`src/rtl/clock_pkg.sv`:
```
// Shared definitions for the clock set controller: mode encoding, default
// debounce/repeat lengths and the mode-button sequencing rule.
package clock_pkg;

    localparam logic [1:0] MODE_RUN     = 2'd0;
    localparam logic [1:0] MODE_SET_MIN = 2'd1;
    localparam logic [1:0] MODE_SET_HR  = 2'd2;

    localparam int DEBOUNCE_LEN_DEFAULT = 3;
    localparam int REPEAT_DELAY_DEFAULT = 4;

    // Encoding 3 is unreachable but still falls back to RUN.
    function automatic logic [1:0] next_mode(input logic [1:0] mode);
        case (mode)
            MODE_RUN:     next_mode = MODE_SET_MIN;
            MODE_SET_MIN: next_mode = MODE_SET_HR;
            default:      next_mode = MODE_RUN;
        endcase
    endfunction

endpackage

```
`src/rtl/button_debounce.sv`:
```
// Raw button -> 2-flop synchronizer -> strobe-sampled debouncer -> press pulse.
// After reset the button must be seen released before any press is accepted.
module button_debounce
    import clock_pkg::*;
#(
    parameter int DEBOUNCE_LEN = DEBOUNCE_LEN_DEFAULT
) (
    input  logic clk,
    input  logic reset,
    input  logic i_stb,
    input  logic i_btn,
    output logic o_level,
    output logic o_press
);
    localparam int CW = $clog2(DEBOUNCE_LEN + 1);

    logic          sync1_reg, sync2_reg;
    logic          level_reg, level_next;
    logic          press_reg, press_next;
    logic          blocked_reg, blocked_next;
    logic [CW-1:0] cnt_reg, cnt_next;
    logic          target;

    always_comb begin
        level_next   = level_reg;
        press_next   = 1'b0;
        blocked_next = blocked_reg;
        cnt_next     = cnt_reg;
        // While locked out, count released samples instead of level changes.
        target       = blocked_reg ? 1'b0 : ~level_reg;
        if (i_stb) begin
            if (sync2_reg != target) begin
                cnt_next = '0;
            end else if (cnt_reg == CW'(DEBOUNCE_LEN - 1)) begin
                cnt_next = '0;
                if (blocked_reg) begin
                    blocked_next = 1'b0;
                end else begin
                    level_next = target;
                    press_next = target;
                end
            end else begin
                cnt_next = cnt_reg + 1'b1;
            end
        end
    end

    always_ff @(posedge clk) begin
        if (reset) begin
            sync1_reg   <= 1'b0;
            sync2_reg   <= 1'b0;
            level_reg   <= 1'b0;
            press_reg   <= 1'b0;
            blocked_reg <= 1'b1;
            cnt_reg     <= '0;
        end else begin
            sync1_reg   <= i_btn;
            sync2_reg   <= sync1_reg;
            level_reg   <= level_next;
            press_reg   <= press_next;
            blocked_reg <= blocked_next;
            cnt_reg     <= cnt_next;
        end
    end

    assign o_level = level_reg;
    assign o_press = press_reg;

endmodule

```
`src/rtl/clock_set_controller.sv`:
```
// Generates registered count/clear enables for the seconds/minutes/hours chain
// from the 1 Hz tick in RUN, or from the debounced inc button in the set modes.
module clock_set_controller
    import clock_pkg::*;
#(
    parameter int DEBOUNCE_LEN = DEBOUNCE_LEN_DEFAULT,
    parameter int REPEAT_DELAY = REPEAT_DELAY_DEFAULT
) (
    input  logic       clk,
    input  logic       reset,
    input  logic       i_tick_1hz,
    input  logic       i_fast_stb,
    input  logic       i_mode_btn,
    input  logic       i_inc_btn,
    input  logic       i_sec_ovf,
    input  logic       i_min_ovf,
    output logic       o_sec_en,
    output logic       o_min_en,
    output logic       o_hr_en,
    output logic       o_sec_clear,
    output logic [1:0] o_mode
);
    localparam int              RW      = $clog2(REPEAT_DELAY + 1);
    localparam logic [RW-1:0]   RPT_SAT = RW'(REPEAT_DELAY);

    logic [1:0] btn_raw, btn_level, btn_press;
    logic       mode_press, inc_press, inc_level, inc_fire;
    logic       unused_mode_level;

    logic [1:0]    mode_reg, mode_next;
    logic          sec_en_reg, sec_en_next;
    logic          min_en_reg, min_en_next;
    logic          hr_en_reg, hr_en_next;
    logic          sec_clear_reg, sec_clear_next;
    logic          armed_reg, armed_next;
    logic [RW-1:0] rpt_reg, rpt_next;

    assign btn_raw = {i_inc_btn, i_mode_btn};

    generate
        for (genvar gi = 0; gi < 2; gi++) begin : g_btn
            button_debounce #(.DEBOUNCE_LEN(DEBOUNCE_LEN)) u_debounce (
                .clk    (clk),
                .reset  (reset),
                .i_stb  (i_fast_stb),
                .i_btn  (btn_raw[gi]),
                .o_level(btn_level[gi]),
                .o_press(btn_press[gi])
            );
        end
    endgenerate

    assign mode_press = btn_press[0];
    assign inc_press  = btn_press[1];
    assign inc_level  = btn_level[1];
    // The mode button acts only on its press edge.
    assign unused_mode_level = btn_level[0];

    // An inc held across a mode change stays disarmed until it is released.
    assign inc_fire = armed_reg &
                      (inc_press | (i_fast_stb & inc_level & (rpt_reg == RPT_SAT)));

    always_comb begin
        mode_next  = mode_reg;
        armed_next = armed_reg | ~inc_level;
        rpt_next   = rpt_reg;
        if (~inc_level | ~armed_reg)
            rpt_next = '0;
        else if (i_fast_stb && rpt_reg != RPT_SAT)
            rpt_next = rpt_reg + 1'b1;
        if (mode_press) begin
            mode_next  = next_mode(mode_reg);
            armed_next = ~inc_level;
            rpt_next   = '0;
        end
    end

    always_comb begin
        sec_en_next    = 1'b0;
        min_en_next    = 1'b0;
        hr_en_next     = 1'b0;
        sec_clear_next = mode_press & (mode_reg == MODE_RUN);
        case (mode_reg)
            MODE_RUN: begin
                sec_en_next = i_tick_1hz;
                min_en_next = i_tick_1hz & i_sec_ovf;
                hr_en_next  = i_tick_1hz & i_sec_ovf & i_min_ovf;
            end
            MODE_SET_MIN: min_en_next = inc_fire & ~mode_press;
            MODE_SET_HR:  hr_en_next  = inc_fire & ~mode_press;
            default: ;
        endcase
    end

    always_ff @(posedge clk) begin
        if (reset) begin
            mode_reg      <= MODE_RUN;
            sec_en_reg    <= 1'b0;
            min_en_reg    <= 1'b0;
            hr_en_reg     <= 1'b0;
            sec_clear_reg <= 1'b0;
            armed_reg     <= 1'b1;
            rpt_reg       <= '0;
        end else begin
            mode_reg      <= mode_next;
            sec_en_reg    <= sec_en_next;
            min_en_reg    <= min_en_next;
            hr_en_reg     <= hr_en_next;
            sec_clear_reg <= sec_clear_next;
            armed_reg     <= armed_next;
            rpt_reg       <= rpt_next;
        end
    end

    assign o_sec_en    = sec_en_reg;
    assign o_min_en    = min_en_reg;
    assign o_hr_en     = hr_en_reg;
    assign o_sec_clear = sec_clear_reg;
    assign o_mode      = mode_reg;

endmodule

```
`config.mk`:
```
export PLATFORM = sky130hd
export DESIGN_NAME = clock_set_controller
export DESIGN_NICKNAME = d
export VERILOG_FILES = /design/src/rtl/clock_pkg.sv /design/src/rtl/button_debounce.sv /design/src/rtl/clock_set_controller.sv
export SDC_FILE = /design/constraint.sdc
export NUM_CORES = 1
export LEC_CHECK = 0
export ABC_AREA = 1
export CAP_MARGIN = 20
export CORE_MARGIN = 1
export CORE_UTILIZATION = 25
export CTS_CLUSTER_DIAMETER = 40
export CTS_CLUSTER_SIZE = 12
export DETAILED_ROUTE_END_ITERATION = 7
export SLEW_MARGIN = 20
export SYNTH_ARGS = -nofsm -noshare
export SYNTH_HDL_FRONTEND = slang
export SYNTH_SLANG_ARGS = --single-unit
```
`constraint.sdc`:
```
create_clock -name clk -period 1.4 [get_ports clk]
set_clock_uncertainty 0.15 [all_clocks]
set_input_delay 0.28 -clock clk [delete_from_list [all_inputs] [get_ports clk]]
set_output_delay 0.28 -clock clk [all_outputs]
set_load 0.02 [all_outputs]
```
# Yosys cells after proc, flatten, opt, wreduce, memory -nomap -nowiden
# Index checks and enable logic that the tools add are counted.
[op_classes]
add_sub_neg = 3
order_cmp = 0
shifts = 0
reduce_logical = 10
bitwise = 22
eq_ne = 8
n_mux = 10
div_mod_pow = 0
mul = 0
[ops]
columns = ["op", "count"]
rows = [
  ["inverter 1 bit", 12],
  ["OR reduction 5 bit", 2],
  ["2-to-1 mux 2 bit", 4],
  ["AND reduction 4 bit", 2],
  ["bitwise AND 1 bit", 7],
  ["equality test 2 bit (second input constant)", 3],
  ["AND reduction 3 bit", 2],
  ["adder 2 x 1 -> 2 bit (second input constant)", 2],
  ["case mux 1 bit (2 select lines)", 2],
  ["case mux 2 bit (2 select lines)", 1],
  ["adder 3 x 1 -> 3 bit (second input constant)", 1],
  ["equality test 3 bit (second input constant)", 1],
  ["2-to-1 mux 1 bit", 3],
  ["!= test 3 bit (second input constant)", 1],
  ["OR 1 bit", 3],
  ["OR reduction 3 bit", 1],
  ["equality test 2 x 1 -> 1 bit (second input constant)", 1],
  ["logical NOT 2 bit", 1],
  ["!= test 1 bit", 2],
  ["OR reduction 2 bit", 1],
  ["logical AND 1 bit", 1],
]
[totals]
reg_bits = 24
latch_bits = 0
romBits = 0
in_bits = 8
ramBits = 0
wordCells = 72
mem_count = 0

# Logic depth before layout (Yosys ltp)
[depth]
depth_word = 6
depth_mapped = 7
mapped_depth_nobuf = 7

# Hierarchy
# From an unflattened synthesis, not the netlist that was laid out.
[unflattened]
cells_unflattened = 129
hier_area_um2 = 991.0
[modules_own_cells]
columns = ["mod", "seq_area_each_um2", "instances", "cells_per_inst", "area_per_inst_um2"]
rows = [
  ["button_debounce", 140.1, 2, 38, 280.3],
  ["clock_set_controller", 200.2, 1, 53, 430.4],
]

# Least setup slack after synthesis
# OpenSTA, ideal clock, no wires.
[synth_timing]
path_type = "register to register"
startpoint = "reg rpt_reg[0]"
endpoint = "reg rpt_reg[2]"
path_buffers = 0
period_less_slack_ps = 1260
setup_ps = 120
arrival_time_ps = 991
slack_ps = 140
path_stages_with_launch = 8
required_ps = 1130
path_cell_list = "dfxtp_1 -> inv_1 -> ha_1 -> nand2_1 -> nand2_2 -> inv_1 -> nand3_1 -> nor3b_2"
[synth_via]
elab_chain_cells = 2
[synth_lines]
columns = ["element", "line_no", "source"]
rows = [
  ["start, declared", "clock_set_controller.sv:36", "logic [RW-1:0] rpt_reg, rpt_next;"],
  ["start signal, assigned", "clock_set_controller.sv:111", "rpt_reg <= rpt_next;"],
  ["branches (longest 2 deep; another with adder 3 x 1 -> 3 bit)", "n/a", ""],
]
# Several ways; the timed one is not identified.
# A chain may end at the register's enable or synchronous reset.

# Final worst setup path
[layout_timing]
startpoint = "reg mode_reg[0] (netlist: o_mode[0])"
endpoint = "out o_mode[0]"
[layout_lines]
columns = ["element", "line_no", "source"]
rows = [
  ["start, declared", "clock_set_controller.sv:30", "logic [1:0] mode_reg, mode_next;"],
  ["start signal, assigned", "clock_set_controller.sv:105", "mode_reg <= mode_next;"],
  ["end, declared", "clock_set_controller.sv:21", "output logic [1:0] o_mode"],
]
# No word-level cell between the ends.

==> flow_metrics.tcl <==
set metrics [dict create \
    clk_latency_ns 0.27 \
    maxCapViolCount 0 \
    dieArea_sq_mm 0.00427 \
    worst_setup_path_end_kind "primary output" \
    core_region_area_sq_mm 0.00374 \
    r2r_cells 7 \
    areaGrowthSynthToFinish_pct 31.3 \
    place_area_sq_mm 0.00123 \
    synth_fp_nets 134 \
    tightest_slew_ns 0.308 \
    hold_buffers 0 \
    status "complete, no violations" \
    grt_pass1_vias 913 \
    fillers 397 \
    path_depth 1 \
    layout-drive-gt1-share_pct 19.6 \
    cts_made_buffers 3 \
    finalSetupTns_ns 0 \
    synth_cell_types 23 \
    power.leakage_uw 0.000577 \
    powerDensity_mw_per_mm2 1080 \
    synth_top_cell_area_share_pct 47.9 \
    setup_viol 0 \
    synth_seq_cells 24 \
    die_width_um 65.4 \
    max_slew_margin_pct 79.4 \
    io_pins 14 \
    finalHoldViolCount 0 \
    min_period_over_period_pct 95.7 \
    io_buffers 13 \
    gp_congestion 0.706 \
    grt_max_degree 15 \
    ys_warn_count 0 \
    slowest_delay_ns 0.34 \
    grt_first_pass_wirelength_um 3610 \
    critical_path.slowest_cell "dfxtp_1" \
    cp-endpoint "o_mode[0]" \
    drt_first_pass_iters 4 \
    grtUsageTotal_pct 11.1 \
    htree_levels 1 \
    antenna_found_initial 0 \
    crit_type "flip-flop to primary output" \
    drc_errors 0 \
    dp_hpwl_um 1520 \
    max_freq_ghz 0.747 \
    clk_pin_slew_ns 0.09 \
    root_buffer "clkbuf_8" \
    min_period_ns 1.34 \
    clock_path_buffers 2 \
    placedCellCount 191 \
    via_per_inst 4.24 \
    numClockSinks 24 \
    synth.cell_area_sq_mm 0.00100 \
    worstPathArrival_ns 0.91 \
    worstPathRequired_ns 0.97 \
    worstReg2RegEnd "rpt_reg[2]$_SDFFE_PP0P_" \
    wl_um 1920 \
    r2r_slack_ns 0.08 \
    routedWlPerCell_um 9.79 \
    dieHeight_um 65.4 \
    synth_area_leaders "dfxtp_1, inv_1, nand2_1" \
    grt-ovfl-total 0 \
    layout_commonest_cell "dfxtp_1" \
    startpoint_type "flip-flop" \
    cts_tree "done" \
    cp.buffers_inverters 1 \
    cp_top_family "flip-flops" \
    startpoint "o_mode[0]$_SDFFE_PP0P_" \
    drt_iter0_drc 75 \
    holdWs_ns 0.258 \
    hold_class "flip-flop to flip-flop" \
    rr_startpoint "rpt_reg[0]$_SDFFE_PP0P_" \
    vias 832 \
    worstPathMaxFanout 2 \
    nets 159 \
    rows 22 \
    postRouteAntennaNets 0 \
    worstPathCellList "clkdlybuf4s15_1" \
    initial_core_util_pct 26.8 \
    final_area_sq_mm 0.00132 \
    synthCells 124 \
    maxSlewViolCount 0 \
    peakVddDrop_v 0.000412 \
    finalNonFillerCells 196 \
    avgSynthCellArea_sq_um 8.09 \
    layout_common_cells "dfxtp_1, inv_1, nand2_1" \
    largest_register_ffs 4 \
    synth_top_area_cell "dfxtp_1" \
    yosysSeqAreaShare_pct 47.9 \
    antennaDiodeCount 0 \
]
## repair_timing
item,4_1_cts,5_1_grt
buffers inserted,0,1
gates resized for setup,7,7
endpoints found under the setup margin,7,9
## worst min-delay path by stage
stage	startpoint	end	slack, ns	depth (start not counted)
3_3_place_gp	g_btn[0].u_debounce.sync1_reg$_SDFF_PP0_	g_btn[0].u_debounce.sync2_reg$_SDFF_PP0_	0.24	2
3_5_place_dp	g_btn[1].u_debounce.sync1_reg$_SDFF_PP0_	g_btn[1].u_debounce.sync2_reg$_SDFF_PP0_	0.25	2
4_1_cts	g_btn[1].u_debounce.sync1_reg$_SDFF_PP0_	g_btn[1].u_debounce.sync2_reg$_SDFF_PP0_	0.26	2
2_1_floorplan	i_mode_btn	g_btn[0].u_debounce.sync1_reg$_SDFF_PP0_	0.24	2
6_report	g_btn[1].u_debounce.sync1_reg$_SDFF_PP0_	g_btn[1].u_debounce.sync2_reg$_SDFF_PP0_	0.26	2
5_1_grt	g_btn[0].u_debounce.sync1_reg$_SDFF_PP0_	g_btn[0].u_debounce.sync2_reg$_SDFF_PP0_	0.28	2
## tightest hold or removal path, delay by kind of cell (launching register included)
| kind | cells | cell delay [ns] |
|---|---|---|
| buffers and inverters | 1 | 0.04 |
| AND/OR/NAND/NOR | 1 | 0.03 |
| flip-flops | 1 | 0.31 |
## routing by layer
| metal | GRT usage, % | wire (um) | vias up |
|---|---|---|---|
| li1 | - | - | 446 |
| met1 | 11.4 | 812 | 371 |
| met2 | 19.8 | 999 | 13 |
| met3 | 3.65 | 72 | 2 |
| met4 | 5.43 | 34 | 0 |
| met5 | 0 | 0 | - |
## kinds of logic (layout without fill, tap and decap cells)
kind of cell	count (synthesis)	after routing	synth area share, %
AND/OR/NAND/NOR	54	54	26.3
buffers and inverters	25	49	10.8
flip-flops	24	24	47.9
AO/OA/AOI/OAI	19	19	12.5
adder cells (fa/ha/maj)	2	2	2.49
## power by group
| part | leakage [uW] | switching [uW] | internal [uW] |
|---|---|---|---|
| Clock | 0.0000357 | 214 | 382 |
| Sequential | 0.000196 | 13.6 | 703 |
| Combinational | 0.000346 | 57.0 | 51.7 |
## per-stage QoR
stage,worst slack [ns],util [%],total power (uW)
detailed placement,-0.239,32.9,844
finish,0.0605,35.2,1420
CTS,0.0189,34.6,1440
global route,-0.0204,35.2,1480
global placement,-0.219,32.9,839
floorplan,0.140,-,796
## Yosys cell counts (all sizes together)
| cell type | number |
|---|---|
| o21ai | 6 |
| a211oi | 2 |
| dfxtp | 24 |
| clkinv | 1 |
| o21bai | 1 |
| o211ai | 1 |
| nor2 | 17 |
| nand2 | 23 |
| inv | 22 |
| nand3 | 6 |
| nand4 | 7 |
| buf | 2 |
| a21oi | 9 |
| ha | 2 |
| nor3b | 1 |
## area by class of cell
cell class,instances,area [sq um],area share (%)
Sequential cell,24,482,36.6
Multi-Input combinational cell,75,422,32.0
Timing Repair Buffer,22,196,14.9
Inverter,23,86.3,6.55
Tap cell,48,60.1,4.56
Clock buffer,3,41.3,3.13
Clock inverter,1,30.0,2.28
Power figures use the tool's default switching activity.
